--- src/rtl/dht_pkg.sv ---
// Shared types, error codes and helpers for the single-wire DHT sensor reader.
package dht_pkg;

   localparam int DATA_W = 40;

   localparam logic [1:0] ERR_NONE = 2'd0;
   localparam logic [1:0] ERR_RESP = 2'd1;
   localparam logic [1:0] ERR_BIT  = 2'd2;
   localparam logic [1:0] ERR_CSUM = 2'd3;

   typedef enum logic [3:0] {
      ST_IDLE      = 4'd0,
      ST_START_LOW = 4'd1,
      ST_WAIT_RESP = 4'd2,
      ST_RESP_LOW  = 4'd3,
      ST_RESP_HIGH = 4'd4,
      ST_BIT_LOW   = 4'd5,
      ST_BIT_HIGH  = 4'd6,
      ST_CHECK     = 4'd7,
      ST_ERR       = 4'd8
   } state_t;

   // Frame layout MSB first: hum_int, hum_dec, temp_int, temp_dec, checksum.
   function automatic logic csum_ok(input logic [DATA_W-1:0] frame);
      logic [7:0] sum;
      sum = frame[39:32] + frame[31:24] + frame[23:16] + frame[15:8];
      return (sum == frame[7:0]);
   endfunction

   function automatic logic maj3(input logic a, input logic b, input logic c);
      return (a & b) | (a & c) | (b & c);
   endfunction

endpackage

--- src/rtl/us_tick_gen.sv ---
// Divides the system clock down to a one-cycle enable every microsecond.
module us_tick_gen #(
   parameter int CLK_FREQ_HZ = 100_000_000
) (
   input  logic clk,
   input  logic rst_n,
   output logic tick
);

   localparam int DIV = (CLK_FREQ_HZ / 1_000_000 > 0) ? CLK_FREQ_HZ / 1_000_000 : 1;
   localparam int CW  = (DIV > 1) ? $clog2(DIV) : 1;
   localparam logic [CW-1:0] LAST = CW'(DIV - 1);

   logic [CW-1:0] r_cnt;
   logic          r_tick;

   // Free-running divider; the tick is registered so it is glitch-free.
   always_ff @(posedge clk) begin
      if (!rst_n) begin
         r_cnt  <= '0;
         r_tick <= 1'b0;
      end else if (r_cnt == LAST) begin
         r_cnt  <= '0;
         r_tick <= 1'b1;
      end else begin
         r_cnt  <= r_cnt + 1'b1;
         r_tick <= 1'b0;
      end
   end

   assign tick = r_tick;

endmodule

--- src/rtl/dht_sensor_reader.sv ---
// Single-wire humidity/temperature reader: start pulse, response handshake, 40-bit read, checksum.
// Optional DHT_GLITCH_FILTER_EN adds a 3-sample majority filter behind the line synchronizer.
module dht_sensor_reader
   import dht_pkg::*;
#(
   parameter int CLK_FREQ_HZ   = 100_000_000,
   parameter int START_LOW_US  = 18000,
   parameter int TIMEOUT_US    = 200,
   parameter int BIT_THRESH_US = 50
) (
   input  logic       clk,
   input  logic       rst_n,
   input  logic       start,
   input  logic       line_in,
   output logic       drive_en,
   output logic       drive_data,
   output logic       busy,
   output logic       valid,
   output logic       error,
   output logic [1:0] err_code,
   output logic [7:0] hum_int,
   output logic [7:0] hum_dec,
   output logic [7:0] temp_int,
   output logic [7:0] temp_dec
);

   localparam int PH_MAX = (START_LOW_US > TIMEOUT_US) ? START_LOW_US : TIMEOUT_US;
   localparam int PH_W   = $clog2(PH_MAX + 2);
   localparam logic [PH_W-1:0] START_LAST = PH_W'(START_LOW_US - 1);
   localparam logic [PH_W-1:0] TMO_LIM    = PH_W'(TIMEOUT_US);
   localparam logic [PH_W-1:0] BIT_THR    = PH_W'(BIT_THRESH_US);
   localparam logic [5:0]      LAST_BIT   = 6'(DATA_W - 1);

   logic              w_tick;
   logic              r_sync1;
   logic              r_sync2;
   logic              w_line;
   logic              r_line_prev;
   logic              w_fall;
   state_t            r_state;
   state_t            w_state_nx;
   logic [PH_W-1:0]   r_phase;
   logic              w_phase_inc;
   logic              w_expired;
   logic              w_shift;
   logic              w_new_bit;
   logic              w_csum_ok;
   logic [1:0]        w_err_code_nx;
   logic [5:0]        r_bit_cnt;
   logic [DATA_W-1:0] r_frame;
   logic              r_drive_en;
   logic              r_busy;
   logic              r_valid;
   logic              r_error;
   logic [1:0]        r_err_code;
   logic [7:0]        r_hum_int;
   logic [7:0]        r_hum_dec;
   logic [7:0]        r_temp_int;
   logic [7:0]        r_temp_dec;

   us_tick_gen #(.CLK_FREQ_HZ(CLK_FREQ_HZ)) u_tick (
      .clk   (clk),
      .rst_n (rst_n),
      .tick  (w_tick)
   );

   // Two-flop synchronizer; idles high like the pulled-up bus.
   always_ff @(posedge clk) begin
      if (!rst_n) begin
         r_sync1 <= 1'b1;
         r_sync2 <= 1'b1;
      end else begin
         r_sync1 <= line_in;
         r_sync2 <= r_sync1;
      end
   end

`ifdef DHT_GLITCH_FILTER_EN
   logic [1:0] r_hist;
   logic       r_line_flt;

   // Majority over the current and two previous samples rejects one-cycle glitches.
   always_ff @(posedge clk) begin
      if (!rst_n) begin
         r_hist     <= 2'b11;
         r_line_flt <= 1'b1;
      end else begin
         r_hist     <= {r_hist[0], r_sync2};
         r_line_flt <= maj3(r_sync2, r_hist[0], r_hist[1]);
      end
   end

   assign w_line = r_line_flt;
`else
   assign w_line = r_sync2;
`endif

   // Previous line level for falling-edge detection.
   always_ff @(posedge clk) begin
      if (!rst_n) begin
         r_line_prev <= 1'b1;
      end else begin
         r_line_prev <= w_line;
      end
   end

   assign w_fall    = r_line_prev & ~w_line;
   assign w_expired = w_tick && (r_phase >= TMO_LIM);
   assign w_new_bit = (r_phase > BIT_THR);
   assign w_csum_ok = csum_ok(r_frame);

   // FSM state register.
   always_ff @(posedge clk) begin
      if (!rst_n) begin
         r_state <= ST_IDLE;
      end else begin
         r_state <= w_state_nx;
      end
   end

   // Next-state decode; a level-sensitive line check takes priority over the timeout.
   always_comb begin
      w_state_nx    = r_state;
      w_phase_inc   = 1'b0;
      w_shift       = 1'b0;
      w_err_code_nx = r_err_code;
      case (r_state)
         ST_IDLE: begin
            if (start && !r_valid) begin
               w_state_nx = ST_START_LOW;
            end else begin
               w_state_nx = ST_IDLE;
            end
         end
         ST_START_LOW: begin
            if (w_tick && (r_phase == START_LAST)) begin
               w_state_nx = ST_WAIT_RESP;
            end else begin
               w_phase_inc = w_tick;
            end
         end
         ST_WAIT_RESP: begin
            if (w_fall) begin
               w_state_nx = ST_RESP_LOW;
            end else if (w_expired) begin
               w_state_nx    = ST_ERR;
               w_err_code_nx = ERR_RESP;
            end else begin
               w_phase_inc = w_tick;
            end
         end
         ST_RESP_LOW: begin
            if (w_line) begin
               w_state_nx = ST_RESP_HIGH;
            end else if (w_expired) begin
               w_state_nx    = ST_ERR;
               w_err_code_nx = ERR_RESP;
            end else begin
               w_phase_inc = w_tick;
            end
         end
         ST_RESP_HIGH: begin
            if (!w_line) begin
               w_state_nx = ST_BIT_LOW;
            end else if (w_expired) begin
               w_state_nx    = ST_ERR;
               w_err_code_nx = ERR_RESP;
            end else begin
               w_phase_inc = w_tick;
            end
         end
         ST_BIT_LOW: begin
            if (w_line) begin
               w_state_nx = ST_BIT_HIGH;
            end else if (w_expired) begin
               w_state_nx    = ST_ERR;
               w_err_code_nx = ERR_BIT;
            end else begin
               w_phase_inc = w_tick;
            end
         end
         ST_BIT_HIGH: begin
            if (!w_line) begin
               w_shift = 1'b1;
               if (r_bit_cnt == LAST_BIT) begin
                  w_state_nx = ST_CHECK;
               end else begin
                  w_state_nx = ST_BIT_LOW;
               end
            end else if (w_expired) begin
               w_state_nx    = ST_ERR;
               w_err_code_nx = ERR_BIT;
            end else begin
               w_phase_inc = w_tick;
            end
         end
         ST_CHECK: begin
            if (w_csum_ok) begin
               w_state_nx = ST_IDLE;
            end else begin
               w_state_nx    = ST_ERR;
               w_err_code_nx = ERR_CSUM;
            end
         end
         ST_ERR: begin
            w_state_nx = ST_IDLE;
         end
         default: begin
            w_state_nx = ST_IDLE;
         end
      endcase
   end

   // Phase counter counts microsecond ticks and restarts on every state change.
   always_ff @(posedge clk) begin
      if (!rst_n) begin
         r_phase <= '0;
      end else if (w_state_nx != r_state) begin
         r_phase <= '0;
      end else if (w_phase_inc) begin
         r_phase <= r_phase + 1'b1;
      end
   end

   // Bit shift register and bit counter, cleared while idle.
   always_ff @(posedge clk) begin
      if (!rst_n) begin
         r_frame   <= '0;
         r_bit_cnt <= '0;
      end else if (r_state == ST_IDLE) begin
         r_frame   <= '0;
         r_bit_cnt <= '0;
      end else if (w_shift) begin
         r_frame   <= {r_frame[DATA_W-2:0], w_new_bit};
         r_bit_cnt <= r_bit_cnt + 6'd1;
      end
   end

   // Registered outputs follow the next state so busy falls as valid/error rise.
   always_ff @(posedge clk) begin
      if (!rst_n) begin
         r_drive_en <= 1'b0;
         r_busy     <= 1'b0;
         r_valid    <= 1'b0;
         r_error    <= 1'b0;
         r_err_code <= ERR_NONE;
         r_hum_int  <= 8'd0;
         r_hum_dec  <= 8'd0;
         r_temp_int <= 8'd0;
         r_temp_dec <= 8'd0;
      end else begin
         r_drive_en <= (w_state_nx == ST_START_LOW);
         r_busy     <= !((w_state_nx == ST_IDLE) || (w_state_nx == ST_ERR));
         r_valid    <= (r_state == ST_CHECK) && w_csum_ok;
         r_error    <= (w_state_nx == ST_ERR);
         if (w_state_nx == ST_ERR) begin
            r_err_code <= w_err_code_nx;
         end
         if ((r_state == ST_CHECK) && w_csum_ok) begin
            r_hum_int  <= r_frame[39:32];
            r_hum_dec  <= r_frame[31:24];
            r_temp_int <= r_frame[23:16];
            r_temp_dec <= r_frame[15:8];
         end
      end
   end

   assign drive_en   = r_drive_en;
   assign drive_data = 1'b0;
   assign busy       = r_busy;
   assign valid      = r_valid;
   assign error      = r_error;
   assign err_code   = r_err_code;
   assign hum_int    = r_hum_int;
   assign hum_dec    = r_hum_dec;
   assign temp_int   = r_temp_int;
   assign temp_dec   = r_temp_dec;

endmodule
--- config.mk ---
export PLATFORM = sky130hd
export DESIGN_NAME = dht_sensor_reader
export DESIGN_NICKNAME = d
export VERILOG_FILES = /design/src/rtl/dht_pkg.sv /design/src/rtl/us_tick_gen.sv /design/src/rtl/dht_sensor_reader.sv
export SDC_FILE = /design/constraint.sdc
export NUM_CORES = 1
export LEC_CHECK = 0
export CAP_MARGIN = 20
export CORE_MARGIN = 2
export CORE_UTILIZATION = 30
export CTS_BUF_LIST = sky130_fd_sc_hd__clkbuf_4
export CTS_CLUSTER_DIAMETER = 200
export CTS_CLUSTER_SIZE = 30
export DETAILED_ROUTE_END_ITERATION = 10
export DONT_BUFFER_PORTS = 1
export PLACE_DENSITY_LB_ADDON = 0.15
export RECOVER_POWER = 50
export SETUP_SLACK_MARGIN = 0.4
export SYNTH_ARGS = -nofsm -noshare
export SYNTH_HDL_FRONTEND = slang
export SYNTH_HIERARCHICAL = 1
export SYNTH_SLANG_ARGS = --single-unit
--- constraint.sdc ---
create_clock -name clk -period 10 [get_ports clk]
set_input_delay 1 -clock clk [delete_from_list [all_inputs] [get_ports clk]]
set_output_delay 1 -clock clk [all_outputs]
set_load 0.05 [all_outputs]
# --- Word level (Yosys, flattened, before mapping) ---
# Cells that the tools add are included.
word_totals:
  memories: 0
  latchBits: 0
  reg_bits: 114
  elab_cells: 94
  romBits: 0
  mem_bits_rw: 0
op_classes:
  n_reduce_logical: 16
  muxes: 29
  n_eq_ne: 20
  order_cmp: 2
  bitwise: 3
  addsub: 6
  n_shift: 0
  mul: 0
  n_div: 0
op_table:
  columns: ["cell", "n"]
  rows:
  - ["4-bit two-way mux", 8]
  - ["4-bit case mux with 8 select lines", 1]
  - ["8-bit adder", 3]
  - ["2-bit two-way mux", 9]
  - ["4-bit by 3-bit == test with 1-bit output (second input constant)", 4]
  - ["15-bit by 1-bit adder with 15-bit output (second input constant)", 1]
  - ["15-bit == test (second input constant)", 1]
  - ["15-bit by 8-bit >= comparator with 1-bit output (second input constant)", 1]
  - ["15-bit by 6-bit > comparator with 1-bit output (second input constant)", 1]
  - ["2-bit inequality test (second input constant)", 6]
  - ["2-bit case mux with 6 select lines", 1]
  - ["2-bit OR reduction", 5]
  - ["1-bit two-way mux", 9]
  - ["4-bit by 1-bit == test with 1-bit output (second input constant)", 2]
  - ["4-bit by 2-bit == test with 1-bit output (second input constant)", 2]
  - ["8-bit == test", 1]
  - ["4-bit logical NOT", 2]
  - ["8-bit AND reduction", 1]
  - ["7-bit by 1-bit adder with 7-bit output (second input constant)", 1]
  - ["7-bit == test (second input constant)", 1]
  - ["6-bit by 1-bit adder with 6-bit output (second input constant)", 1]
  - ["6-bit == test (second input constant)", 1]
  - ["6-bit nonzero test", 1]
  - ["4-bit == test (second input constant)", 1]
  - ["7 further kinds", 12]

# --- Depth between registers and ports, before layout ---
depth:
  depth_word: 9
  ltp_mapped: 14

# --- Cells and area by module ---
# The synthesis kept the hierarchy.
by_module_without_submodules:
  columns: ["mod", "cells_per_inst", "seq_area_each_um2", "area_per_inst_um2", "instances"]
  rows:
  - ["dht_sensor_reader", 553, 2122.0, 5019.8, 1]
  - ["us_tick_gen", 34, 160.2, 331.6, 1]

# --- Least setup slack after synthesis ---
# No wires, ideal clock.
synth_timing:
  path_kind: "register -> register"
  startpoint: "register r_frame[9]"
  endpoint: "register r_hum_dec[0], in the netlist hum_dec[0]"
  t_arrival_ns: 3.592
  stages_incl_launch_ff: 15
  setup_time_ns: 0.117
  n_path_buf: 1
  synth_period_minus_slack_ns: 3.709
  path_slack_ns: 6.291
  path_cell_list: "dfxtp_1 > fa_1 > inv_1 > fa_1 > inv_1 > ha_1 > fa_1 > a21o_1 > a21oi_1 > o21ai_0 > xnor2_1 > nor4_4 > buf_6 > mux2i_1 > nor2b_1"
synth_between:
  elab_chain_len: 3
synth_lines:
  columns: ["item", "line", "rtl"]
  rows:
  - ["from (decl)", "dht_sensor_reader.sv:50", "logic [DATA_W-1:0] r_frame;"]
  - ["from (signal assigned)", "dht_sensor_reader.sv:234", "r_frame <= {r_frame[DATA_W-2:0], w_new_bit};"]
  - ["8-bit adder", "dht_pkg.sv:26", "sum = frame[39:32] + frame[31:24] + frame[23:16] + frame[15:8];"]
  - ["8-bit == test", "dht_pkg.sv:27", "return (sum == frame[7:0]);"]
  - ["1-bit logical AND", "dht_sensor_reader.sv:259", "if ((r_state == ST_CHECK) && w_csum_ok) begin"]
  - ["to (signal assigned)", "dht_sensor_reader.sv:261", "r_hum_dec <= r_frame[31:24];"]
  - ["to (decl)", "dht_sensor_reader.sv:57", "logic [7:0] r_hum_dec;"]
# No other way between the ends.
# A chain may end at the register's enable or synchronous reset.

# --- Final worst setup path ---
layout_timing:
  startpoint: "register r_frame[9]"
  endpoint: "register r_hum_int[4], in the netlist hum_int[4]"
layout_between:
  elab_chain_len: 3
layout_lines:
  columns: ["item", "line", "rtl"]
  rows:
  - ["8-bit adder", "dht_pkg.sv:26", null]
  - ["8-bit == test", "dht_pkg.sv:27", null]
  - ["1-bit logical AND", "dht_sensor_reader.sv:259", null]
  - ["to (signal assigned)", "dht_sensor_reader.sv:260", "r_hum_int <= r_frame[39:32];"]
  - ["to (decl)", "dht_sensor_reader.sv:56", "logic [7:0] r_hum_int;"]
# No other way between the ends.

==> flow_summary.yaml <==
clock_network:
  cts.sink_count: 114
  root_buffer: "clkbuf_4"
  cts_tree: "done"
  cts_buffers: 17
  cts_buffer_depth: 2
  cts_max_level: 4
  clk_pin_slew_ns: 0.11
  clk_latency_ns: 0.54
  cts_setup_buffers: 0
  cts_resized: 0
  hold_buffers: 0
floorplanning:
  std_cell_rows: 48
  die-area_um2: 18920
  fp.dieH_um: 137.6
  pin_count: 43
  die_width_um: 137.6
  start_util_pct: 30.83
  core_um2: 17360
critical_path:
  start_kind: "register"
  cp-end-kind: "register"
  critPathKind: "register to register"
  worst_ep_required_time_ns: 10.43
  cp_max_fo: 23
  arrival_ns: 5.03
logic_synthesis:
  synth_area_leaders: "dfxtp_1 43%, nand2_1 7.2%, mux2i_1 6.7%"
  netlist_instances: 587
  synth.lib_cells_used.distinct: 58
  synth_common_cells: "114 x dfxtp_1, 103 x nand2_1, 53 x a21oi_1"
  syn_area_um2: 5351
  synth-edff-count: 0
  syn_nets: 616
  synth.most_common_cell: "dfxtp_1"
  async_flop_share_pct: 0
  ys_warn_count: 6
  synth_top_area_share_pct: 42.65
  syn_avg_cell_area_um2: 9.116
  synth-main-ff-cell: "dfxtp_1"
  yosys.area.top_type: "dfxtp_1"
  seq_area_frac_synth_pct: 42.65
  synth-seq-cells: 114
power_and_ir_drop:
  leakage_nw: 1.951
  irDropWorstVdd_mv: 0.1100
  p_per_area_nw_per_um2: 155.7
  finalPower_uw: 913.2
sta:
  setup_violations: 0
  max_slew.worst_pin.slew_ns: 2.052
  drv_slew: 89
  fmax_ghz: 0.2174
  min_period_ns: 4.600
  clock_skew_ns: 0.01934
  rsz0062_at_grt: "false"
  timing.final.crit_share_pct: 46.00
  slew-limit-headroom_pct: -36.79
  tns_ns: 0
  hold_viol: 0
place:
  globalplace.congestion: 0.7996
  placed_cells: 787
  post-dp-hpwl_mm: 8.150
  port_buffers: 0
hold_path:
  hold_path.class: "register to register"
cells_and_area:
  area_growth_pct: 9.610
  utilization_pct: 33.79
  fin_cells: 820
  finalNetCount: 610
  layout-drive-gt1-share_pct: 8.754
route:
  vias: 3900
  drt_pre_antenna_iters: 4
  routed_via_density: 4.756
  ant_nets: 0
  drtIter0Drc: 199
  detail_route.wl_per_cell_um: 14.56
  drcViolationCount: 0
  totalWireLength_mm: 11.94
global_routing:
  grt_pass1_wl_mm: 19.50
  grt_pass1_vias: 3828
  grt_max_degree: 47
  grt_usage_pct: 13.44
  antenna_found_initial: 1
  overflow: 0
run_status:
  failed_checks: "max-capacitance violations, max-slew violations"
  run_status: "finished, violations left"
run:
  maxCapViolations: 2
[report_power, final]
group          leakage, nW  internal, mW  switching (mW)
sequential           0.920         0.456         0.00528
combinational        0.838       0.00644         0.00995
clock                0.194         0.251           0.184
[cells by family (layout without fill, tap and decap cells)]
family                     after synthesis  count (layout)  synth area share [%]
other                                    1               2               0.07008
muxes                                   36              36                 6.734
xor gates and xnor gates                38              38                 6.219
and+or+nand+nor                        237             237                 22.31
DFF                                    114             114                 42.65
adders and majority gates               25              25                 7.809
AOI/OAI and AO/OA                       88              88                 9.961
buffers and inverters                   48              55                 4.255
[critical path, stage by stage, from the launching register on]
cell and delay, ns:
dfxtp_1 0.37, fa_1 0.54, inv_1 0.05, fa_1 0.50, inv_1 0.04, ha_1 0.22
fa_1 0.42, a21o_1 0.20, a21oi_1 0.21, o21ai_0 0.15, xnor2_1 0.20, nor4_4 0.79
buf_4 0.51, mux2i_1 0.23, nor2b_1 0.06
[final timing paths]
| check | slack [ns] | depth (start not counted) | from | endpoint |
|---|---|---|---|---|
| max | 5.40 | 14 | r_frame[9] | hum_int[4] |
| min reg2reg | 0.42 | 1 | r_sync1 | r_sync2 |
| max reg2reg | 5.40 | 14 | r_frame[9] | hum_int[4] |
| min | 0.42 | 1 | r_sync1 | r_sync2 |
[flip-flops by register name, indices dropped and copies added, names as in the netlist]
name	count
r_sync1	1
hum_int	8
err_code	2
u_tick/r_cnt	7
r_frame	40
r_state	4
hum_dec	8
r_line_prev	1
error	1
temp_int	8
r_phase	15
busy	1
u_tick/tick	1
r_bit_cnt	6
drive_en	1
r_sync2	1
valid	1
temp_dec	8
[routing by layer]
| metal | track usage (%) | share of wire [%] |
|---|---|---|
| met5 | 0 | 0 |
| met3 | 4.341 | 3.5 |
| met1 | 17.00 | 48 |
| met4 | 4.410 | 1.2 |
| met2 | 21.64 | 47 |
[through the flow]
step           hold WS (ns)  worst slack (ns)  cell area, um2
2_1_floorplan        0.3863             6.291            5351
3_3_place_gp         0.4044             5.405            5518
3_5_place_dp         0.4045             5.360            5518
4_1_cts              0.4254             5.329            5889
5_1_grt              0.4387             5.006            5866
6_report             0.4218             5.400            5866
[final cells by class]
class                   count  area [um2]
fillers                  1791       11490
multi-input cells         425        2834
diodes                      1       2.502
clock inverters            14       236.5
repair buffers              4       22.52
well taps                 225       281.5
clock buffers              18       135.1
inverters                  19       71.32
flip-flops and latches    114        2282
[cell usage in the layout, fill, tap and decap left out, types with 2 or more instances in the layout]
cell type | Yosys | layout
dfxtp_1 | 114 | 114
nand2_1 | 103 | 103
a21oi_1 | 53 | 53
mux2i_1 | 36 | 36
nor2b_1 | 34 | 34
nor2_1 | 30 | 30
xnor2_1 | 21 | 21
inv_1 | 19 | 19
clkbuf_4 | 0 | 18
xor2_1 | 17 | 17
fa_1 | 14 | 14
ha_1 | 11 | 11
nand3_1 | 10 | 10
nor3_1 | 10 | 10
o21ai_0 | 9 | 10
nor2_2 | 10 | 10
nand4_1 | 8 | 8
nor4_1 | 6 | 7
nand2b_1 | 6 | 6
bufinv_16 | 0 | 6
clkinv_4 | 0 | 4
and3_1 | 3 | 3
nor3b_1 | 3 | 3
a2111oi_0 | 2 | 2
a31oi_1 | 2 | 2
nand3_2 | 2 | 2
a211oi_1 | 2 | 2
o21bai_1 | 2 | 2
o22a_1 | 2 | 2
or3_1 | 2 | 2
clkinv_2 | 0 | 2
buf_4 | 1 | 2
clkbuf_1 | 16 | 2
Note: power is estimated with default switching activity, not from simulation.
